==> src/rtl/ctrl_fsm.sv <==
// ctrl_fsm: multi-cycle FETCH/DECODE/EXECUTE/MEM/WB sequencer for nano_rv32i.
// Drives datapath strobes from the latched opcode and traps on illegal opcodes or memory timeouts.
module ctrl_fsm #(
    parameter int MEM_TIMEOUT = 16
) (
    input  logic        clk_i,
    input  logic        rst_i,
    input  logic        run_i,
    input  logic [6:0]  opcode_i,
    input  logic        branch_taken_i,
    input  logic        imem_ack_i,
    input  logic        dmem_ack_i,
    output logic        imem_req_o,
    output logic        ir_write_o,
    output logic        dmem_req_o,
    output logic        dmem_we_o,
    output logic        reg_write_o,
    output logic [1:0]  wb_sel_o,
    output logic        pc_write_o,
    output logic [1:0]  pc_sel_o,
    output logic [2:0]  state_o,
    output logic        illegal_o,
    output logic        timeout_o,
    output logic [31:0] instret_o
);
    typedef enum logic [2:0] {
        S_FETCH   = 3'd0,
        S_DECODE  = 3'd1,
        S_EXECUTE = 3'd2,
        S_MEM     = 3'd3,
        S_WB      = 3'd4,
        S_TRAP    = 3'd7
    } state_t;
    localparam logic [6:0] OP_R      = 7'b0110011;
    localparam logic [6:0] OP_I      = 7'b0010011;
    localparam logic [6:0] OP_LOAD   = 7'b0000011;
    localparam logic [6:0] OP_STORE  = 7'b0100011;
    localparam logic [6:0] OP_BRANCH = 7'b1100011;
    localparam logic [6:0] OP_JAL    = 7'b1101111;
    localparam logic [6:0] OP_JALR   = 7'b1100111;
    localparam logic [6:0] OP_LUI    = 7'b0110111;
    localparam logic [6:0] OP_AUIPC  = 7'b0010111;
    state_t      r_state, w_next;
    logic [6:0]  r_opcode;
    logic        r_taken, r_pend, r_illegal, r_timeout;
    logic [7:0]  r_cnt, w_cnt;
    logic [31:0] r_instret;
    logic        w_wait, w_limit, w_legal, w_mem_op;
    assign w_legal  = opcode_i inside {OP_R, OP_I, OP_LOAD, OP_STORE, OP_BRANCH,
                                       OP_JAL, OP_JALR, OP_LUI, OP_AUIPC};
    assign w_mem_op = (r_opcode == OP_LOAD) || (r_opcode == OP_STORE);
    // A zero limit disables the timeout entirely.
    assign w_limit  = (MEM_TIMEOUT != 0) && (r_cnt == 8'(MEM_TIMEOUT - 1));
    always_comb begin
        w_next      = r_state;
        imem_req_o  = 1'b0;
        ir_write_o  = 1'b0;
        dmem_req_o  = 1'b0;
        dmem_we_o   = 1'b0;
        reg_write_o = 1'b0;
        wb_sel_o    = 2'd0;
        pc_write_o  = 1'b0;
        pc_sel_o    = 2'd0;
        case (r_state)
            S_FETCH: begin
                imem_req_o = run_i | r_pend;
                ir_write_o = imem_req_o & imem_ack_i;
                w_next     = ir_write_o ? S_DECODE : (imem_req_o && w_limit) ? S_TRAP : S_FETCH;
            end
            S_DECODE:  w_next = w_legal ? S_EXECUTE : S_TRAP;
            S_EXECUTE: w_next = w_mem_op ? S_MEM : S_WB;
            S_MEM: begin
                dmem_req_o = 1'b1;
                dmem_we_o  = r_opcode == OP_STORE;
                w_next     = dmem_ack_i ? S_WB : w_limit ? S_TRAP : S_MEM;
            end
            S_WB: begin
                pc_write_o  = 1'b1;
                reg_write_o = !((r_opcode == OP_STORE) || (r_opcode == OP_BRANCH));
                wb_sel_o    = (r_opcode == OP_LOAD) ? 2'd1 :
                              ((r_opcode == OP_JAL) || (r_opcode == OP_JALR)) ? 2'd2 : 2'd0;
                pc_sel_o    = ((r_opcode == OP_JAL) || ((r_opcode == OP_BRANCH) && r_taken)) ? 2'd1 :
                              (r_opcode == OP_JALR) ? 2'd2 : 2'd0;
                w_next      = S_FETCH;
            end
            default: w_next = S_TRAP;
        endcase
        w_wait = (imem_req_o & ~imem_ack_i) | (dmem_req_o & ~dmem_ack_i);
        // Only FETCH and MEM keep the count; every other state zeroes it before re-entry.
        w_cnt  = ((r_state == S_FETCH) || (r_state == S_MEM)) ? r_cnt + {7'd0, w_wait} : 8'd0;
    end
    always_ff @(posedge clk_i or posedge rst_i) begin
        if (rst_i) begin
            r_state   <= S_FETCH;
            r_opcode  <= 7'd0;
            r_taken   <= 1'b0;
            r_pend    <= 1'b0;
            r_cnt     <= 8'd0;
            r_illegal <= 1'b0;
            r_timeout <= 1'b0;
            r_instret <= 32'd0;
        end else begin
            r_state   <= w_next;
            r_pend    <= imem_req_o & ~imem_ack_i;
            r_cnt     <= w_cnt;
            r_illegal <= r_illegal | ((r_state == S_DECODE) && !w_legal);
            r_timeout <= r_timeout | (w_wait && w_limit);
            if (r_state == S_DECODE) r_opcode <= opcode_i;
            if (r_state == S_EXECUTE) r_taken <= branch_taken_i;
            if (pc_write_o) r_instret <= r_instret + 32'd1;
        end
    end
    assign state_o   = r_state;
    assign illegal_o = r_illegal;
    assign timeout_o = r_timeout;
    assign instret_o = r_instret;
endmodule
==> config.mk <==
export PLATFORM = sky130hd
export DESIGN_NAME = ctrl_fsm
export DESIGN_NICKNAME = d
export VERILOG_FILES = /design/src/rtl/ctrl_fsm.sv
export SDC_FILE = /design/constraint.sdc
export NUM_CORES = 1
export LEC_CHECK = 0
export CAP_MARGIN = 30
export CORE_UTILIZATION = 45
export DETAILED_ROUTE_END_ITERATION = 7
export MAX_ROUTING_LAYER = met4
export PLACE_DENSITY = 0.74
export REMOVE_ABC_BUFFERS = 1
export SYNTH_ARGS = -nofsm -noshare
export SYNTH_HDL_FRONTEND = slang
export SYNTH_SLANG_ARGS = --single-unit
==> constraint.sdc <==
create_clock -name clk_i -period 1.9 [get_ports clk_i]
set_input_delay 0.19 -clock clk_i [delete_from_list [all_inputs] [get_ports clk_i]]
set_output_delay 0.19 -clock clk_i [all_outputs]
set_load 0.01 [all_outputs]
==> flow_summary.ini <==
[outcome]
status = finished with violations
violations = setup timing

[routing]
wirelength_um = 6800
viasPerCell = 5.25
drt_iter0_markers = 60
dr.pass1.iters = 4
post_drt_wl_per_cell_um = 15.5
drc = 0
vias = 2308
ant_nets = 0

[clock_tree]
clockBufferDepth = 2
clk_pin_slew_worst_paths_ns = 0.10
clk_latency_ns = 0.31
htree_levels = 2
cts_made_buffers = 5
cts_hold_buf = 0
cts_num_sinks = 54
clock-root-buffer = clkbuf_8
cts_tree = yes

[timing]
hold_viol = 0
rsz0062_at_grt = yes
slew-limit-headroom = 0.654
skew_ns = 0.00749
period_share = 1.07
tns_ns = -0.376
worst_slack_ns = -0.131
fmax_mhz = 492
worst_pin_slew_ns = 0.516
setup_violations = 9
fin_crit_ns = 2.03
holdWs_ns = 0.246
drv_slew = 0

[layout]
stdcell_count = 440
layout-drive-gt1-share = 0.321
fin_nets = 383
stdcell_area_um2 = 4120
syn_to_final_growth_pct = 51.8
diodes = 0

[synthesis]
synthTopCellsByCount = dfrtp_1 (54), nand2_1 (27), xor2_1 (25), nor2_1 (21), nand3_1 (13)
ys_seq_area_frac = 0.498
synth_edf_count = 0
yosys_warnings = 0
synthArstFlopShare = 1.00
synth_flop_cell = dfrtp_1
yosysTopAreaCellShare = 0.498
yosys_register_bits = 54
synth_area_leader_cell = dfrtp_1
synthDistinctLibCells = 41
syn_avg_cell_area_um2 = 10.8
synthCells = 252
ys_top_cells_by_area = dfrtp_1 (50%), xor2_1 (8.1%), nor4_2 (5.1%)
yosysMostFrequentCell = dfrtp_1
synth.cell_area_um2 = 2710

[placement]
place_area_um2 = 3600
gp_congestion = 0.832
io_buffers = 59
dp.cells = 408
dpl.hpwl_um = 4230

[setup_path]
crit_chain = buf_6, or4_4, o22ai_4, ha_4, and3_4, nand4_1, xor2_1, nor2_1
crit_buf_inv = 1
worst_setup_path_start_kind = register
cp_max_fo = 3
cp_slowest_cell = or4_4
cpPeakStageDelay_ns = 0.52
crit_path_end_kind = register
crit_type = register to register
arrival_ns = 2.23
reg2reg_slack_ns = -0.13
cp.required_ns = 2.10
critPathTopFamily = simple AND/OR/NAND/NOR gates

[floorplanning]
rows = 27
start_util = 0.481
die_h_um = 79.6
coreArea_um2 = 5640
io_pins = 60
die_w_um = 79.6
die-area_um2 = 6340

[flow_run]
maxCapViolations = 0

[global_routing]
track_usage = 0.215
antenna_found_initial = 0
first_global_vias = 2264
grt_max_degree = 55
grt_pass1_wl_um = 10400
grt_overflow = 0

[pwr]
p_leak_nw = 2.04
p_per_area_nw_per_um2 = 473
ir_drop_mv = 0.322

[hold_path]
hp-class = input pin to async pin
through the flow:
step                setup slack [ns]  utilization  power (W)
floorplan                     -0.125            -    0.00120
global placement              -0.158        0.638    0.00125
detailed placement            -0.217        0.638    0.00125
CTS                          -0.0942        0.680    0.00197
global route                  -0.223        0.730    0.00203
finish                        -0.131        0.730    0.00195
worst register-to-register path, stage by stage (launching register included):
cell	delay [ns]
dfrtp_1	0.40
buf_6	0.12
or4_4	0.52
o22ai_4	0.14
ha_4	0.18
and3_4	0.19
nand4_1	0.12
xor2_1	0.19
nor2_1	0.05
timing repair:
| action | CTS | global route |
|---|---|---|
| endpoints found under the setup margin | 15 | 33 |
| hold endpoints to repair | 0 | 0 |
| buffers inserted | 7 | 16 |
| gates cloned | 0 | 2 |
| pin swaps | 8 | 26 |
| gates resized for setup | 37 | 38 |
path summary, 6_finish.rpt:
path,from,endpoint,depth (start not counted)
max,state_o[1],r_cnt[7],8
min,rst_i,r_cnt[2],3
max reg2reg,state_o[1],r_cnt[7],8
min reg2reg,timeout_o,timeout_o,1
max in group asynchronous,rst_i,state_o[0],3
min in group clk_i,timeout_o,timeout_o,1
report_power, final:
part	switching [W]	internal (W)	total (W)
logic	0.0000441	0.0000441	0.0000882
registers	0.000000726	0.00115	0.00115
clock network	0.000376	0.000335	0.000710
state kept, by name, indices dropped and copies added, names as in the netlist:
name,flops
r_opcode,7
timeout_o,1
r_taken,1
illegal_o,1
state_o,3
instret_o,32
r_cnt,8
r_pend,1
cells in the final DEF, fill, tap and decap left out, types with 7 or more instances in the layout:
cell type        count
dfrtp_1             53
nand2_1             25
clkdlybuf4s50_1     49
nor4_4              10
nor2_1              18
buf_4               46
clkbuf_8             7
nand3_1             13
inv_1                9
xnor2_1             11
mux2_2               7
xor2_1              25
logic make-up after synthesis:
kind of cell | Yosys count | synth area share
AND/OR/NAND/NOR | 119 | 0.273
flip-flops | 54 | 0.498
XOR/XNOR | 37 | 0.119
buffers and inverters | 17 | 0.0304
AO/OA/AOI/OAI | 15 | 0.0364
multiplexers | 7 | 0.0291
adder cells (fa/ha/maj) | 3 | 0.0138
metal layers:
layer | up-vias | GRT usage | routed length, um
li1 | 1104 | - | -
met1 | 1149 | 0.274 | 3080
met2 | 42 | 0.344 | 3440
met3 | 13 | 0.0320 | 164
met4 | 0 | 0.0836 | 123
met5 | - | - | 0
final cells by class:
type	count	area, um2
inverters	11	41.3
repair buffers	112	992
flip-flops and latches	54	1350
clock inverters	1	8.76
clock buffers	7	96.3
fillers	387	1520
multi-input cells	183	1540
well taps	72	90.1
No activity file was read; power rests on OpenSTA's default activity.
